--- src/rtl/rv32i_pkg.sv ---
// Shared RV32I pipeline definitions: forwarding select codes, control
// bundle width, and the field values that make up an EX-slot bubble.
package rv32i_pkg;

    typedef enum logic [1:0] {
        FWD_NONE = 2'b00,
        FWD_EX   = 2'b01,
        FWD_MEM  = 2'b10
    } fwd_e;

    localparam int unsigned   CTRL_W   = 16;
    localparam logic [15:0]   CTRL_NOP = 16'h0000;

    // A bubble is an invalid slot that neither writes the register file
    // nor looks like a load to the hazard check.
    localparam logic          BUBBLE_VALID    = 1'b0;
    localparam logic          BUBBLE_WR_REG_N = 1'b1;
    localparam logic          BUBBLE_IS_LOAD  = 1'b0;
    localparam logic [4:0]    BUBBLE_RD       = 5'd0;

endpackage

--- src/rtl/operand_mux_u.sv ---
// Source-operand select: register file, EX-stage result or MEM-stage
// result, chosen by the data_forward_u code. Register x0 always reads 0.
module operand_mux_u
    import rv32i_pkg::*;
#(
    parameter int unsigned XLEN = 32
) (
    input  logic [4:0]      rs,
    input  logic [1:0]      fwd,
    input  logic [XLEN-1:0] rf_data,
    input  logic [XLEN-1:0] ex_result,
    input  logic [XLEN-1:0] mem_result,
    output logic [XLEN-1:0] operand
);

    // x0 gating wins over any forward code; 00 and 11 fall back to the rf
    always_comb begin
        operand = rf_data;
        if (rs == 5'd0) begin
            operand = '0;
        end else begin
            case (fwd)
                FWD_EX:  operand = ex_result;
                FWD_MEM: operand = mem_result;
                default: operand = rf_data;
            endcase
        end
    end

endmodule

--- src/rtl/id_ex_pipe_u.sv ---
// ID/EX pipeline register for the 5-stage RV32I core. Resolves both
// source operands through forwarding, detects load-use hazards against
// the registered EX slot, and handles flush/hold.
// Optional: define ID_EX_STALL_CNT_EN to build a saturating load-use
// stall counter on stall_cnt; otherwise stall_cnt is tied to 0.
module id_ex_pipe_u
#(
    parameter int unsigned XLEN   = 32,
    parameter int unsigned CTRL_W = rv32i_pkg::CTRL_W
) (
    input  logic              clk,
    input  logic              rst,
    input  logic              id_valid,
    input  logic [XLEN-1:0]   id_pc,
    input  logic [4:0]        id_rs1,
    input  logic [4:0]        id_rs2,
    input  logic [4:0]        id_rd,
    input  logic              id_wr_reg_n,
    input  logic              id_is_load,
    input  logic [XLEN-1:0]   id_imm,
    input  logic [CTRL_W-1:0] id_ctrl,
    input  logic [XLEN-1:0]   rf_rs1_data,
    input  logic [XLEN-1:0]   rf_rs2_data,
    input  logic [1:0]        forward_a,
    input  logic [1:0]        forward_b,
    input  logic [XLEN-1:0]   ex_result,
    input  logic [XLEN-1:0]   mem_result,
    input  logic              flush,
    input  logic              hold,
    output logic              stall,
    output logic              ex_valid,
    output logic [XLEN-1:0]   ex_pc,
    output logic [XLEN-1:0]   ex_rs1_val,
    output logic [XLEN-1:0]   ex_rs2_val,
    output logic [4:0]        ex_rd,
    output logic              ex_wr_reg_n,
    output logic              ex_is_load,
    output logic [XLEN-1:0]   ex_imm,
    output logic [CTRL_W-1:0] ex_ctrl,
    output logic [31:0]       stall_cnt
);

    import rv32i_pkg::*;

    logic [XLEN-1:0] rs1_sel;
    logic [XLEN-1:0] rs2_sel;
    logic            haz;

    operand_mux_u #(.XLEN(XLEN)) u_mux_rs1 (
        .rs         (id_rs1),
        .fwd        (forward_a),
        .rf_data    (rf_rs1_data),
        .ex_result  (ex_result),
        .mem_result (mem_result),
        .operand    (rs1_sel)
    );

    operand_mux_u #(.XLEN(XLEN)) u_mux_rs2 (
        .rs         (id_rs2),
        .fwd        (forward_b),
        .rf_data    (rf_rs2_data),
        .ex_result  (ex_result),
        .mem_result (mem_result),
        .operand    (rs2_sel)
    );

    // Load-use hazard: EX holds a real, register-writing load whose rd feeds ID
    assign haz = id_valid & ex_valid & ex_is_load & ~ex_wr_reg_n &
                 (ex_rd != 5'd0) & ((id_rs1 == ex_rd) | (id_rs2 == ex_rd));

    // A flush discards the dependent instruction, so no stall is needed
    assign stall = haz & ~flush;

    // EX slot register: flush > hold > hazard bubble > normal capture
    always_ff @(posedge clk or posedge rst) begin
        if (rst) begin
            ex_valid    <= BUBBLE_VALID;
            ex_pc       <= '0;
            ex_rs1_val  <= '0;
            ex_rs2_val  <= '0;
            ex_rd       <= BUBBLE_RD;
            ex_wr_reg_n <= BUBBLE_WR_REG_N;
            ex_is_load  <= BUBBLE_IS_LOAD;
            ex_imm      <= '0;
            ex_ctrl     <= CTRL_W'(CTRL_NOP);
        end else if (flush || (!hold && haz)) begin
            ex_valid    <= BUBBLE_VALID;
            ex_pc       <= '0;
            ex_rs1_val  <= '0;
            ex_rs2_val  <= '0;
            ex_rd       <= BUBBLE_RD;
            ex_wr_reg_n <= BUBBLE_WR_REG_N;
            ex_is_load  <= BUBBLE_IS_LOAD;
            ex_imm      <= '0;
            ex_ctrl     <= CTRL_W'(CTRL_NOP);
        end else if (!hold) begin
            ex_valid    <= id_valid;
            ex_pc       <= id_pc;
            ex_rs1_val  <= rs1_sel;
            ex_rs2_val  <= rs2_sel;
            ex_rd       <= id_rd;
            ex_wr_reg_n <= id_wr_reg_n | ~id_valid;
            ex_is_load  <= id_is_load & id_valid;
            ex_imm      <= id_imm;
            ex_ctrl     <= id_ctrl;
        end
    end

`ifdef ID_EX_STALL_CNT_EN
    // Count un-held stall cycles, saturating at all-ones
    always_ff @(posedge clk or posedge rst) begin
        if (rst) begin
            stall_cnt <= '0;
        end else if (stall && !hold && (stall_cnt != '1)) begin
            stall_cnt <= stall_cnt + 32'd1;
        end
    end
`else
    assign stall_cnt = '0;
`endif

endmodule

--- config.mk ---
export PLATFORM = sky130hd
export DESIGN_NAME = id_ex_pipe_u
export DESIGN_NICKNAME = d
export VERILOG_FILES = /design/src/rtl/rv32i_pkg.sv /design/src/rtl/operand_mux_u.sv /design/src/rtl/id_ex_pipe_u.sv
export SDC_FILE = /design/constraint.sdc
export NUM_CORES = 1
export LEC_CHECK = 0
export ABC_AREA = 1
export CAP_MARGIN = 10
export CORE_AREA = 2 2 164 166
export DETAILED_ROUTE_END_ITERATION = 8
export DIE_AREA = 0 0 166 168
export GPL_TIMING_DRIVEN = 0
export PLACE_DENSITY_LB_ADDON = 0.05
export SLEW_MARGIN = 10
export SYNTH_ARGS = -nofsm -noshare
export SYNTH_HDL_FRONTEND = slang
export SYNTH_HIERARCHICAL = 1
export SYNTH_SLANG_ARGS = --single-unit
--- constraint.sdc ---
create_clock -name clk -period 11.5 [get_ports clk]
set_input_delay 1.15 -clock clk [delete_from_list [all_inputs] [get_ports clk]]
set_output_delay 1.15 -clock clk [all_outputs]
set_load 0.02 [all_outputs]
# Yosys cells after proc, flatten, opt, wreduce, memory -nomap -nowiden
# Cells that the tools add are included.
totals:
  n_memories: 0
  out_inout_bits: 185
  register_bits: 152
  ram_bits: 0
  word_cells: 56
  inputBits: 234
  rom_bits: 0
  latch_bits: 0
classes:
  n_bitwise: 12
  n_div: 0
  muxes: 22
  magnitude_cmp: 0
  n_eq_ne: 7
  mul: 0
  n_addsub: 0
  n_shift: 0
  n_reduce_logical: 6
op_table:
  columns: ["operator", "count"]
  rows:
  - ["$mux W32", 10]
  - ["$pmux W32 S2", 2]
  - ["$mux W16", 2]
  - ["$eq A5 B5 Y1", 2]
  - ["$logic_not A5 Y1", 2]
  - ["$mux W5", 2]
  - ["$and A1 B1 Y1", 7]
  - ["$mux W1", 6]
  - ["$reduce_bool A5 Y1", 1]
  - ["$eq A2 B1 Y1 const B", 2]
  - ["$eq A2 B2 Y1 const B", 2]
  - ["$not A1 Y1", 3]
  - ["$ne A2 B1 Y1 const B", 1]
  - ["$or A1 B1 Y1", 2]
  - ["$logic_and A1 B1 Y1", 1]
  - ["$logic_not A1 Y1", 1]
  - ["$logic_or A1 B1 Y1", 1]

# Longest topological paths before layout
# Gate-level depths: netlist (run 1).
logic_depth:
  ltp_word: 8
  depth_mapped: 11
  ltp_nobuf: 9

# By module
# Netlist (run 1), hierarchy kept.
by_module_without_submodules:
  columns: ["module", "n_inst", "cells_per_inst", "area_per_inst_um2", "seq_area_each_um2"]
  rows:
  - ["id_ex_pipe_u", 1, 583, 6562.5, 3804.9]
  - ["operand_mux_u", 2, 216, 1024.7, 0.0]

# Worst setup path before layout (run 1)
# No wires, ideal clock.
synth_path:
  path_type: "input -> output"
  startpoint: "input id_rs2[4]"
  endpoint: "output stall"
  path_stages: 8
  path_slack_ps: 8533
  required_time_ps: 10350
  t_arrival_ps: 1817
  n_path_buf: 0
  cell_sequence: "inv_1 nand2_1 nand2_1 nor2_1 nand3_1 nand2_1 nand2_1 nor2_1"
synth_via:
  elab_chain_len: 4
synth_rtl:
  columns: ["item", "line", "rtl"]
  rows:
  - ["start: declaration", "id_ex_pipe_u.sv:16", "input logic [4:0] id_rs2,"]
  - ["$eq A5 B5 Y1", "id_ex_pipe_u.sv:69", "(ex_rd != 5'd0) & ((id_rs1 == ex_rd) | (id_rs2 == ex_rd));"]
  - ["$or A1 B1 Y1", "id_ex_pipe_u.sv:69", null]
  - ["$and A1 B1 Y1", "id_ex_pipe_u.sv:69", null]
  - ["$and A1 B1 Y1", "id_ex_pipe_u.sv:72", "assign stall = haz & ~flush;"]
  - ["end: declaration", "id_ex_pipe_u.sv:30", "output logic stall,"]
# No other way between the ends.

# Worst setup path after layout (run 1)
# Same ends and word-level chain as after synthesis.

==> summary.md, run 1 <==
| Metric | Value |
|---|---|
| Outcome | `complete, no violations` |
| Slew Viols, Final | `0` |
| Fin. Hold Viols | `0` |
| Vias in the first global route | `between 8000 and 9000` |
| Capturing point of the worst reg2reg path | `ex_rs2_val[28]` |
| Pre-CTS setup slack | `~7.5 ns` |
| Sequential share of the synthesized area | `44.18%` |
| Syn avg cell area | `about 8.5 um^2` |
| Arr. time, crit path | `approximately 2.9 ns` |
| RSZ-0062 raised after global routing | `no` |
| Layout cell share with drive strength beyond 1 | `9.290%` |
| Die Span Y | `168 um` |
| CTS Root Cell | `clkbuf_16` |
| CP max FO | `3` |
| Fmax | `about 250 MHz` |
| Slew HR | `48.29%` |
| TritonCTS clock tree | `built` |
| Distinct cells, synth | `25` |
| Synth-to-layout area growth | `58.48%` |
| Clock buffers created by TritonCTS | `17` |
| Initial Util | `between 30 and 40%` |
| # port buffers | `385` |
| Longest Clk Path Bufs | `2` |
| Die W | `166 um` |
| Final GP Congestion | `between 0.8 and 0.9` |
| Synth Cell Area | `0.008612 mm^2` |
| WS Path Type | `in -> out` |
| Clk_skew | `0.01758 ns` |
| Seq cells post-synth | `152` |
| Worst Max-Slew Pin Slew | `0.7756 ns` |
| Layout Nets | `1689` |
| Worst r2r src | `ex_rd[4]` |
| Worst setup margin | `7.466 ns` |
| Switching Power | `0.0005081 W` |
| Initial antenna violation count | `4` |
| Post-synth EDFFs | `0` |
| Hold Crit Depth | `2` |
| Area of the core | `0.02635 mm^2` |
| Total Routed Length | `30820 um` |
| Worst IR Drop VDD | `0.08176 mV` |
| Rows | `60` |
| Max-cap violations | `0` |
| Net Sw Frac | `a little under a third` |
| Die area | `between 0.02 and 0.03 mm^2` |
| Warnings, synthesis | `6` |
| CTS clk-pin slew, worst paths | `0.07 ns` |
| CTS H-tree depth | `4` |
| Primary FF master, synth | `dfrtp_1` |
| CTS Hold Bufs | `0` |
| TritonCTS sink count | `152` |
| CP endpoint kind | `output port` |
| Antenna Nets Post-Route | `0` |
| IO Pins | `419` |
| Global route overflow | `0` |
| Final min period | `4.034 ns` |
| Hold Path Origin | `ex_pc[0]` |
| Top cells by area, synth | `dfrtp_1 44%, mux2i_1 17%, nor2_1 10%` |
| Pleak | `6.738 nW` |
| Total iterations of the first detailed-routing run | `5` |
| Synth area leader | `dfrtp_1` |
| Wirelength per Cell | `17.05 um` |
| DRT iter0 DRCs | `386` |
| Number of endpoints failing setup at the final stage | `0` |
| Comb power frac | `27.5%` |
| Cells after Synth | `1015` |
| Setup TNS | `0 ns` |
| HP Class | `reg -> reg` |
| Top cell type's share of synthesized area | `between 40% and 50%` |
| DR vias/cell | `4.467` |
| Post_cts resized | `0` |
| Reg power frac | `37.1%` |
| Worst Path Required | `approximately 10 ns` |
| Async S/R FF share, synth | `100.0%` |
| Critical Path Source Type | `input port` |
| Routed via count | `8077` |
| Setup repair bufs after CTS | `0` |
| Power share of the clock group | `35.5%` |
| DRC violations left | `0` |
| First-pass GRT wire length | `just under 50000 um` |
| Hpwl dp | `roughly 24000 um` |
| Clock Latency Late Sink | `0.43 ns` |
| Tot GR Track Use | `22.22%` |
| Pin count of the biggest net entering global routing | `between 100 and 150` |
| Fin crit share | `a little over a third` |
| Cell Pwr Density | `between 100 and 150 mW/mm^2` |
| R2R depth | `11` |
| Internal power | `about 0.0011 W` |
| Hold EP | `ex_pc[0]` |
| Reg2reg setup slack | `9.59 ns` |
==> area by class of cell <==
cell class / instances / area, um^2
antenna: 3 / 7.507
fill: 2549 / 12700
inverter: 26 / 105.1
buffer: 95 / 684.4
clock buffer: 17 / 425.4
sequential: 152 / 3805
multi-input combinational: 773 / 4141
timing repair buffer: 386 / 3881
tap: 341 / 426.7
clock inverter: 15 / 171.4
==> registers in the layout (all words and copies together) (netlist names) <==
signal       cells
ex_ctrl         16
ex_imm          32
ex_is_load       1
ex_pc           32
ex_rd            5
ex_rs1_val      32
ex_rs2_val      32
ex_valid         1
ex_wr_reg_n      1
==> per-stage QoR <==
step	total power, W	util, %	area (um^2)	std cells	hold WS [ns]
detailed placement	0.001042	49.50	13040	1773	0.5293
floorplan	0.0008288	-	8728	1046	0.6427
global placement	0.001038	49.37	13010	1772	0.5153
global route	0.001681	51.79	13650	1808	0.5599
CTS	0.001619	51.77	13640	1805	0.5442
finish	0.001593	51.79	13650	1808	0.5400
==> how the worst max path moves through the flow <==
stage	slack [ns]	start	depth (start not counted)	end
detailed placement	7.47	id_rs2[4]	10	stall
floorplan	6.26	rst	1	ex_ctrl[0]
global route	7.28	id_rs2[1]	10	stall
CTS	7.46	id_rs2[4]	10	stall
global placement	3.59	rst	2	ex_imm[26]
finish	7.47	id_rs2[4]	10	stall
==> cells by family (layout without fill, tap and decap cells) <==
group | Yosys count | count (layout) | share of synthesized area (%)
DFF | 152 | 152 | 44.18
xor gates and xnor gates | 2 | 2 | 0.2034
and+or+nand+nor | 518 | 518 | 24.58
buffers and inverters | 121 | 539 | 9.080
AOI/OAI and AO/OA | 68 | 68 | 4.010
muxes | 149 | 149 | 17.32
adders and majority gates | 4 | 4 | 0.5812
other | 1 | 35 | 0.04354
==> layout by cell type (no fill, tap or decap), types with 6 or more instances in the layout <==
master	count
clkbuf_1	7
clkbuf_8	6
or2_1	48
buf_6	8
conb_1	32
or2_0	8
nand2_1	215
clkdlybuf4s50_1	385
inv_1	21
clkbuf_16	17
dfrtp_1	151
a21oi_1	65
nand3_1	8
buf_4	46
mux2i_1	149
nor2_1	230
or2_2	8
buf_2	26
==> critical path: stages <==
cell,delay (ns)
clkdlybuf4s50_1,0.51
inv_1,0.05
nand2_1,0.05
nand2_1,0.06
nor2_1,0.10
nand3_1,0.08
nand2_1,0.10
nand2_1,0.06
nor2_1,0.11
clkdlybuf4s50_1,0.62
==> metal layers <==
layer	up-vias	global-route usage [%]	routed length, um
met2	302	37.22	14780
met5	-	0	16
li1	4039	-	-
met3	48	8.134	2775
met1	3686	26.16	12340
met4	2	8.280	905
==> power by group through the flow <==
stage	clock network, W	logic [W]	registers (W)
4_1_cts	0.000585	0.000443	0.000591
5_1_grt	0.000607	0.000478	0.000595
3_5_place_dp	0	0.000441	0.000600
6_report	0.000565	0.000438	0.000590
2_1_floorplan	0	0.000186	0.000643
3_3_place_gp	0	0.000439	0.000600
==> cells in the mapped netlist (4+ instances only) <==
library cell and count:
or2_2 8, ha_1 4, dfrtp_1 151, or2_0 8, nand2_1 215, nor2_1 230
buf_4 46, nand3_1 8, inv_1 22, a21oi_1 65, buf_6 8, mux2i_1 149
buf_2 26, or2_1 48, clkbuf_1 7, clkbuf_8 6, inv_2 4
(Power assumes the default switching activity.)
==> run 2, diff against run 1 <==
Settings changed: CORE_AREA 2 2 164 166 to not set, CORE_ASPECT_RATIO set to 0.75, CORE_MARGIN set to 2, CORE_UTILIZATION set to 37, DIE_AREA 0 0 166 168 to not set.
Clock period 11.5 ns to 3.69 ns, I/O delays scaled along.
==> run 2 against run 1 <==
Non-clock buffer count is 3 higher. Worst setup slack got worse by 6.3 ns. Sequential share of layout area hardly changed. Clock skew is 0.0080 ns lower. Die area shrank 12%. Combinational power rose to 3.2 times the previous value. Register-to-register slack worse by 7.8 ns.
==> summary.md, run 2 (synthesis gave the netlist of run 1 again) <==
| Metric | Value |
|---|---|
| Area of the core | `0.02294 mm^2 (was 0.02635 mm^2)` |
| Layout Nets | `1692 (was 1689)` |
| Setup TNS | `0 ns (unchanged)` |
| Clock buffers created by TritonCTS | `17 (unchanged)` |
| Fmax | `398.3 MHz` |
| Arr. time, crit path | `2.14 ns (was 2.88 ns)` |
| Highest-count cells in the layout ignoring fill and taps | `385 x clkdlybuf4s50_1, 230 x nor2_1, 215 x nand2_1 (unchanged)` |
| Power share of the clock group | `36.6% (was 35.5%)` |
| Slew HR | `46.33% (was 48.29%)` |
| Highest-delay cell along the critical path | `clkdlybuf4s50_1 (unchanged)` |
| Die Span Y | `136.1 um (was 168 um)` |
| Net Sw Frac | `30.02% (was 31.89%)` |
| WS Path Type | `reg -> out (was in -> out)` |
| Tot GR Track Use | `24.81% (was 22.22%)` |
| RSZ-0062 raised after global routing | `no (unchanged)` |
| Worst r2r src | `ex_rd[1] (was ex_rd[4])` |
| Vias in the first global route | `8047 (was 8472)` |
| DRT iter0 DRCs | `450 (was 386)` |
| IO Pins | `419 (unchanged)` |
| Internal power | `0.003557 W (was 0.001085 W)` |
| Setup repair bufs after CTS | `0 (unchanged)` |
| Number of endpoints failing setup at the final stage | `0 (unchanged)` |
| Final GP Congestion | `0.8694 (was 0.8422)` |
| Reg2reg setup slack | `1.79 ns (was 9.59 ns)` |
| Worst IR Drop VDD | `0.2920 mV (was 0.08176 mV)` |
| Area of the multi-input gates | `0.004141 mm^2 (unchanged)` |
| Outcome | `complete, no violations (unchanged)` |
| Initial antenna violation count | `3 (was 4)` |
| TritonCTS clock tree | `built (unchanged)` |
| Routed via count | `8233 (was 8077)` |
| Fin crit share | `68.05%` |
| Pin count of the biggest net entering global routing | `38 (was 106)` |
| Most numerous cell on the critical path | `nand2_1 (unchanged)` |
| # port buffers | `385 (unchanged)` |
| Final core occ | `59.54% (was 51.79%)` |
| First-pass GRT wire length | `46490 um (was 48020 um)` |
| Cell Pwr Density | `372.1 mW/mm^2 (was 116.7 mW/mm^2)` |
| Wirelength per Cell | `17.55 um (was 17.05 um)` |
| CP startpoint | `ex_rd[1] (was id_rs2[4])` |
| Post_cts resized | `0 (unchanged)` |
| Total Routed Length | `31050 um (was 30820 um)` |
| Power Total | `0.005082 W (was 0.001593 W)` |
| Longest Clk Path Bufs | `2 (unchanged)` |
| Hold WS | `0.3035 ns (was 0.5400 ns)` |
| Most common cell after layout, fill and taps aside | `clkdlybuf4s50_1 (unchanged)` |
| Worst path cell trace | `inv_2 -> nand2_1 -> nand2_1 -> nor2_1 -> nand3_1 -> nand2_1 -> nand2_1 -> nor2_1 -> clkdlybuf4s50_1 (was clkdlybuf4s50_1 -> inv_1 -> nand2_1 -> nand2_1 -> nor2_1 -> nand3_1 -> nand2_1 -> nand2_1 -> nor2_1 -> clkdlybuf4s50_1)` |
| Fin. Hold Viols | `0 (unchanged)` |
| Antenna Nets Post-Route | `0 (unchanged)` |
| Pleak | `6.760 nW (was 6.738 nW)` |
| Hpwl dp | `23950 um (was 23720 um)` |
| Slew Viols, Final | `0 (unchanged)` |
| CTS H-tree depth | `4 (unchanged)` |
| Switching Power | `0.001526 W (was 0.0005081 W)` |
| Synth-to-layout area growth | `58.61% (was 58.48%)` |
| Critical Path Source Type | `register (was input port)` |
| CTS Root Cell | `clkbuf_16 (unchanged)` |
| Fill cells | `2045 (was 2549)` |
| CTS Hold Bufs | `0 (unchanged)` |
| TritonCTS sink count | `152 (unchanged)` |
| Global route overflow | `0 (unchanged)` |
| Capturing point of the worst reg2reg path | `ex_rs1_val[6] (was ex_rs2_val[28])` |
| CP max FO | `6 (was 3)` |
| DR vias/cell | `4.654 (was 4.467)` |
| R2R depth | `11 (unchanged)` |
| Die W | `180.2 um (was 166 um)` |
| CP endpoint kind | `output port (unchanged)` |
| Reg power frac | `36.2% (was 37.1%)` |
| Worst Path Required | `3.32 ns (was 10.35 ns)` |
| Setup crit end | `stall (unchanged)` |
| Comb power frac | `27.1% (was 27.5%)` |
| Clk_skew | `0.009562 ns (was 0.01758 ns)` |
| Final min period | `2.511 ns` |
| Worst Max-Slew Pin Slew | `0.8050 ns (was 0.7756 ns)` |
| Max-cap violations | `0 (unchanged)` |
| DRC violations left | `0 (unchanged)` |
| Rows | `48 (was 60)` |
| Total iterations of the first detailed-routing run | `5 (unchanged)` |
| Clock Latency Late Sink | `0.43 ns (about the same)` |
| Crit-path max cell delay | `0.62 ns (about the same)` |
| Register area | `0.003805 mm^2 (unchanged)` |
| HP Class | `in -> async (was reg -> reg)` |
| Initial Util | `37.54% (was 32.68%)` |
| Layout cell share with drive strength beyond 1 | `9.413% (was 9.290%)` |
| Die area | `0.02453 mm^2 (was 0.02789 mm^2)` |
| CTS clk-pin slew, worst paths | `0.07 ns (about the same)` |
-- run 2: cell count changes in the layout (fill, tap and decap cells not counted), sizes merged --
| cell | before | now |
|---|---|---|
| clkinvlp | 0 | 3 |
| bufinv | 0 | 3 |
| buf | 81 | 84 |
| clkinv | 7 | 1 |
| inv | 34 | 33 |
-- run 2: power groups by stage --
stage / Clock (W) / Sequential (W) / Combinational [W]
6_report: 0.00186 / 0.00184 / 0.00138
5_1_grt: 0.00197 / 0.00186 / 0.00149
4_1_cts: 0.00189 / 0.00184 / 0.00139
3_5_place_dp: 0 / 0.00187 / 0.00138
3_3_place_gp: 0 / 0.00187 / 0.00136
2_1_floorplan: 0 / 0.00200 / 0.000579
-- run 2: per-stage QoR --
stage          instance area [um^2]  cells  setup WS (ns)
4_1_cts                       13650   1766          1.129
5_1_grt                       13650   1767          1.006
6_report                      13660   1769          1.179
3_5_place_dp                  13040   1735          1.193
2_1_floorplan                  8732   1046          1.405
3_3_place_gp                  12960   1731        -0.1513
-- run 2: area by class of cell --
cell class	instances	area share [%]
plain buffers	95	5.011
well taps	300	2.748
repair buffers	389	28.80
clock inverters	14	1.356
flip-flops and latches	152	27.86
inverters	26	0.7420
clock buffers	17	3.114
diodes	3	0.05496
multi-input cells	773	30.32
-- run 2: worst min-delay path by stage --
stage | start | to | slack, ns | cells past startpoint
floorplan | flush | ex_wr_reg_n | 0.51 | 2
global placement | ex_imm[19] | ex_imm[19] | 0.52 | 2
detailed placement | ex_rs2_val[21] | ex_rs2_val[21] | 0.53 | 2
CTS | rst | ex_imm[15] | 0.30 | 2
global route | rst | ex_imm[15] | 0.31 | 2
finish | rst | ex_imm[15] | 0.30 | 2
-- run 2: layer usage --
| layer | track usage, % | vias up | share of wire, % |
|---|---|---|---|
| met4 | 6.407 | 2 | 1.8 |
| met2 | 40.03 | 335 | 46 |
| met3 | 9.135 | 33 | 9.8 |
| met5 | 0 | - | 0.058 |
| li1 | - | 4045 | - |
| met1 | 31.63 | 3818 | 42 |
-- run 2: worst max-delay path: cells and delay by family (launching register included) --
kind / cells / cell delay (ns)
and+or+nand+nor: 7 / 0.57
buffers and inverters: 2 / 0.68
DFF: 1 / 0.47
==> run 3, diff against run 2 <==
Clock period 3.69 ns to 2.3 ns, I/O delays scaled along.
==> run 3 against run 2 <==
Combinational power increased by 60%. Register-to-register slack got worse by 1.4 ns. Sequential cell count stayed put. Via count fell by 0.12%. Sequential power rose by 61%. Clock power increased by 60%. Worst setup slack lost 0.97 ns. Sequential share of layout area barely moved. Clock skew unchanged.
==> summary.md, run 3 (synthesis gave the netlist of run 1 again) <==
| Metric | Value |
|---|---|
| Cell Pwr Density | `597.0 mW/mm^2 (was 372.1 mW/mm^2)` |
| Tot GR Track Use | `24.81% (unchanged)` |
| Layout Nets | `1692 (unchanged)` |
| Clock Latency Late Sink | `0.43 ns (about the same)` |
| DRC violations left | `0 (unchanged)` |
| Power Total | `0.008153 W (was 0.005082 W)` |
| Die area | `0.02453 mm^2 (unchanged)` |
| Highest-count cells in the layout ignoring fill and taps | `384 x clkdlybuf4s50_1, 230 x nor2_1, 215 x nand2_1 (was 385 x clkdlybuf4s50_1, 230 x nor2_1, 215 x nand2_1)` |
| WS Path Type | `reg -> out (unchanged)` |
| Antenna Nets Post-Route | `0 (unchanged)` |
| Area of the core | `0.02294 mm^2 (unchanged)` |
| Hpwl dp | `23950 um (unchanged)` |
| Outcome | `complete, no violations (unchanged)` |
| Capturing point of the worst reg2reg path | `ex_rs1_val[6] (unchanged)` |
| Setup TNS | `0 ns (unchanged)` |
| Placed cells | `1735 (unchanged)` |
| Wirelength per Cell | `17.56 um (was 17.55 um)` |
| Slew HR | `46.33% (about the same)` |
| TritonCTS clock tree | `built (unchanged)` |
| Routed via count | `8223 (was 8233)` |
| Fill cells | `2046 (was 2045)` |
| Worst Max-Slew Pin Slew | `0.8050 ns (about the same)` |
| Post-place instance area | `0.01304 mm^2 (unchanged)` |
| Initial Util | `37.54% (unchanged)` |
| Global route overflow | `0 (unchanged)` |
| Post-Layout Cell Count | `1769 (unchanged)` |
| Design area | `0.01366 mm^2 (about the same)` |
| Vias in the first global route | `8047 (unchanged)` |
| DRT iter0 DRCs | `447 (was 450)` |
| IO Pins | `419 (unchanged)` |
| Initial antenna violation count | `3 (unchanged)` |
| CTS Root Cell | `clkbuf_16 (unchanged)` |
| Worst Path Required | `2.07 ns (was 3.32 ns)` |
| Fmax | `477.5 MHz` |
| Longest Clk Path Bufs | `2 (unchanged)` |
| Max-cap violations | `0 (unchanged)` |
| Register area | `0.003805 mm^2 (unchanged)` |
| Arr. time, crit path | `1.86 ns (was 2.14 ns)` |
| Final min period | `2.094 ns` |
| Fin crit share | `91.05%` |
| Total Routed Length | `31060 um (was 31050 um)` |
| # port buffers | `385 (unchanged)` |
| Rows | `48 (unchanged)` |
| Die Span Y | `136.1 um (unchanged)` |
| HP Class | `in -> async (unchanged)` |
| CP max FO | `6 (unchanged)` |
| Post_cts resized | `1 (was 0)` |
| Worst IR Drop VDD | `0.4685 mV (was 0.2920 mV)` |
| Total iterations of the first detailed-routing run | `5 (unchanged)` |
| Slew Viols, Final | `0 (unchanged)` |
| CTS H-tree depth | `4 (unchanged)` |
| CTS clk-pin slew, worst paths | `0.07 ns (about the same)` |
| DR vias/cell | `4.648 (was 4.654)` |
| Setup repair bufs after CTS | `0 (unchanged)` |
| Layout cell share with drive strength beyond 1 | `9.413% (unchanged)` |
| Final GP Congestion | `0.8694 (unchanged)` |
| CTS Hold Bufs | `0 (unchanged)` |
| Pleak | `6.765 nW (was 6.760 nW)` |
| RSZ-0062 raised after global routing | `no (unchanged)` |
| Clock buffers created by TritonCTS | `17 (unchanged)` |
| Final core occ | `59.53% (was 59.54%)` |
| Number of endpoints failing setup at the final stage | `0 (unchanged)` |
| Reg2reg setup slack | `0.40 ns (was 1.79 ns)` |
| Most common cell after layout, fill and taps aside | `clkdlybuf4s50_1 (unchanged)` |
| Synth-to-layout area growth | `58.59% (was 58.61%)` |
| TritonCTS sink count | `152 (unchanged)` |
| First-pass GRT wire length | `46490 um (unchanged)` |
| Pin count of the biggest net entering global routing | `38 (unchanged)` |
| Clk_skew | `0.009562 ns (unchanged)` |
| Die W | `180.2 um (unchanged)` |
| R2R depth | `11 (unchanged)` |
| CP endpoint kind | `output port (unchanged)` |
| Area of the multi-input gates | `0.004141 mm^2 (unchanged)` |
| Fin. Hold Viols | `0 (unchanged)` |
| Worst r2r src | `ex_rd[1] (unchanged)` |
| Critical Path Source Type | `register (unchanged)` |
==> run 3: critical path, stage by stage, from the launching register on <==
cell,delay (ns)
dfrtp_1,0.47
inv_2,0.06
nand2_1,0.07
nand2_1,0.07
nor2_1,0.11
nand3_1,0.08
nand2_1,0.10
nand2_1,0.06
nor2_1,0.07
dlygate4sd2_1,0.35
==> run 3: final cells by class <==
type / count / share of cell area, %
repair buffers: 389 / 28.79
clock inverters: 14 / 1.356
diodes: 3 / 0.05497
clock buffers: 17 / 3.115
multi-input cells: 773 / 30.32
flip-flops and latches: 152 / 27.86
well taps: 300 / 2.748
inverters: 26 / 0.7420
plain buffers: 95 / 5.011
==> run 3: where the power goes <==
part	switching [W]	internal, W
clock	0.00125	0.00174
sequential	0.000106	0.00285
combinational	0.00109	0.00112
total	0.00245	0.00571
==> run 3: metrics by stage <==
stage                     hold WS (ns)  worst slack [ns]
after floorplan                 0.3692            0.1539
after global routing            0.1733           0.03540
final                           0.1645            0.2058
after global placement          0.5150            -1.402
after CTS                       0.1640            0.1556
after detailed placement        0.5267           0.04152
==> run 3: layer usage <==
| layer | part of all wire, % | routed length (um) | global-route usage, % |
|---|---|---|---|
| met1 | 42 | 13040 | 31.63 |
| met2 | 46 | 14380 | 40.03 |
| met5 | 0.058 | 18 | 0 |
| met3 | 9.9 | 3062 | 9.135 |
| met4 | 1.8 | 554 | 6.407 |
==> run 3: worst max-delay path by stage <==
stage | startpoint | to | slack [ns] | cells past startpoint
6_report | ex_rd[1] | stall | 0.21 | 9
5_1_grt | ex_rd[1] | stall | 0.04 | 9
4_1_cts | ex_rd[1] | stall | 0.16 | 9
3_5_place_dp | forward_b[0] | ex_rs2_val[0] | 0.04 | 10
3_3_place_gp | rst | ex_rs1_val[16] | -1.40 | 2
2_1_floorplan | rst | ex_ctrl[0] | 0.15 | 1
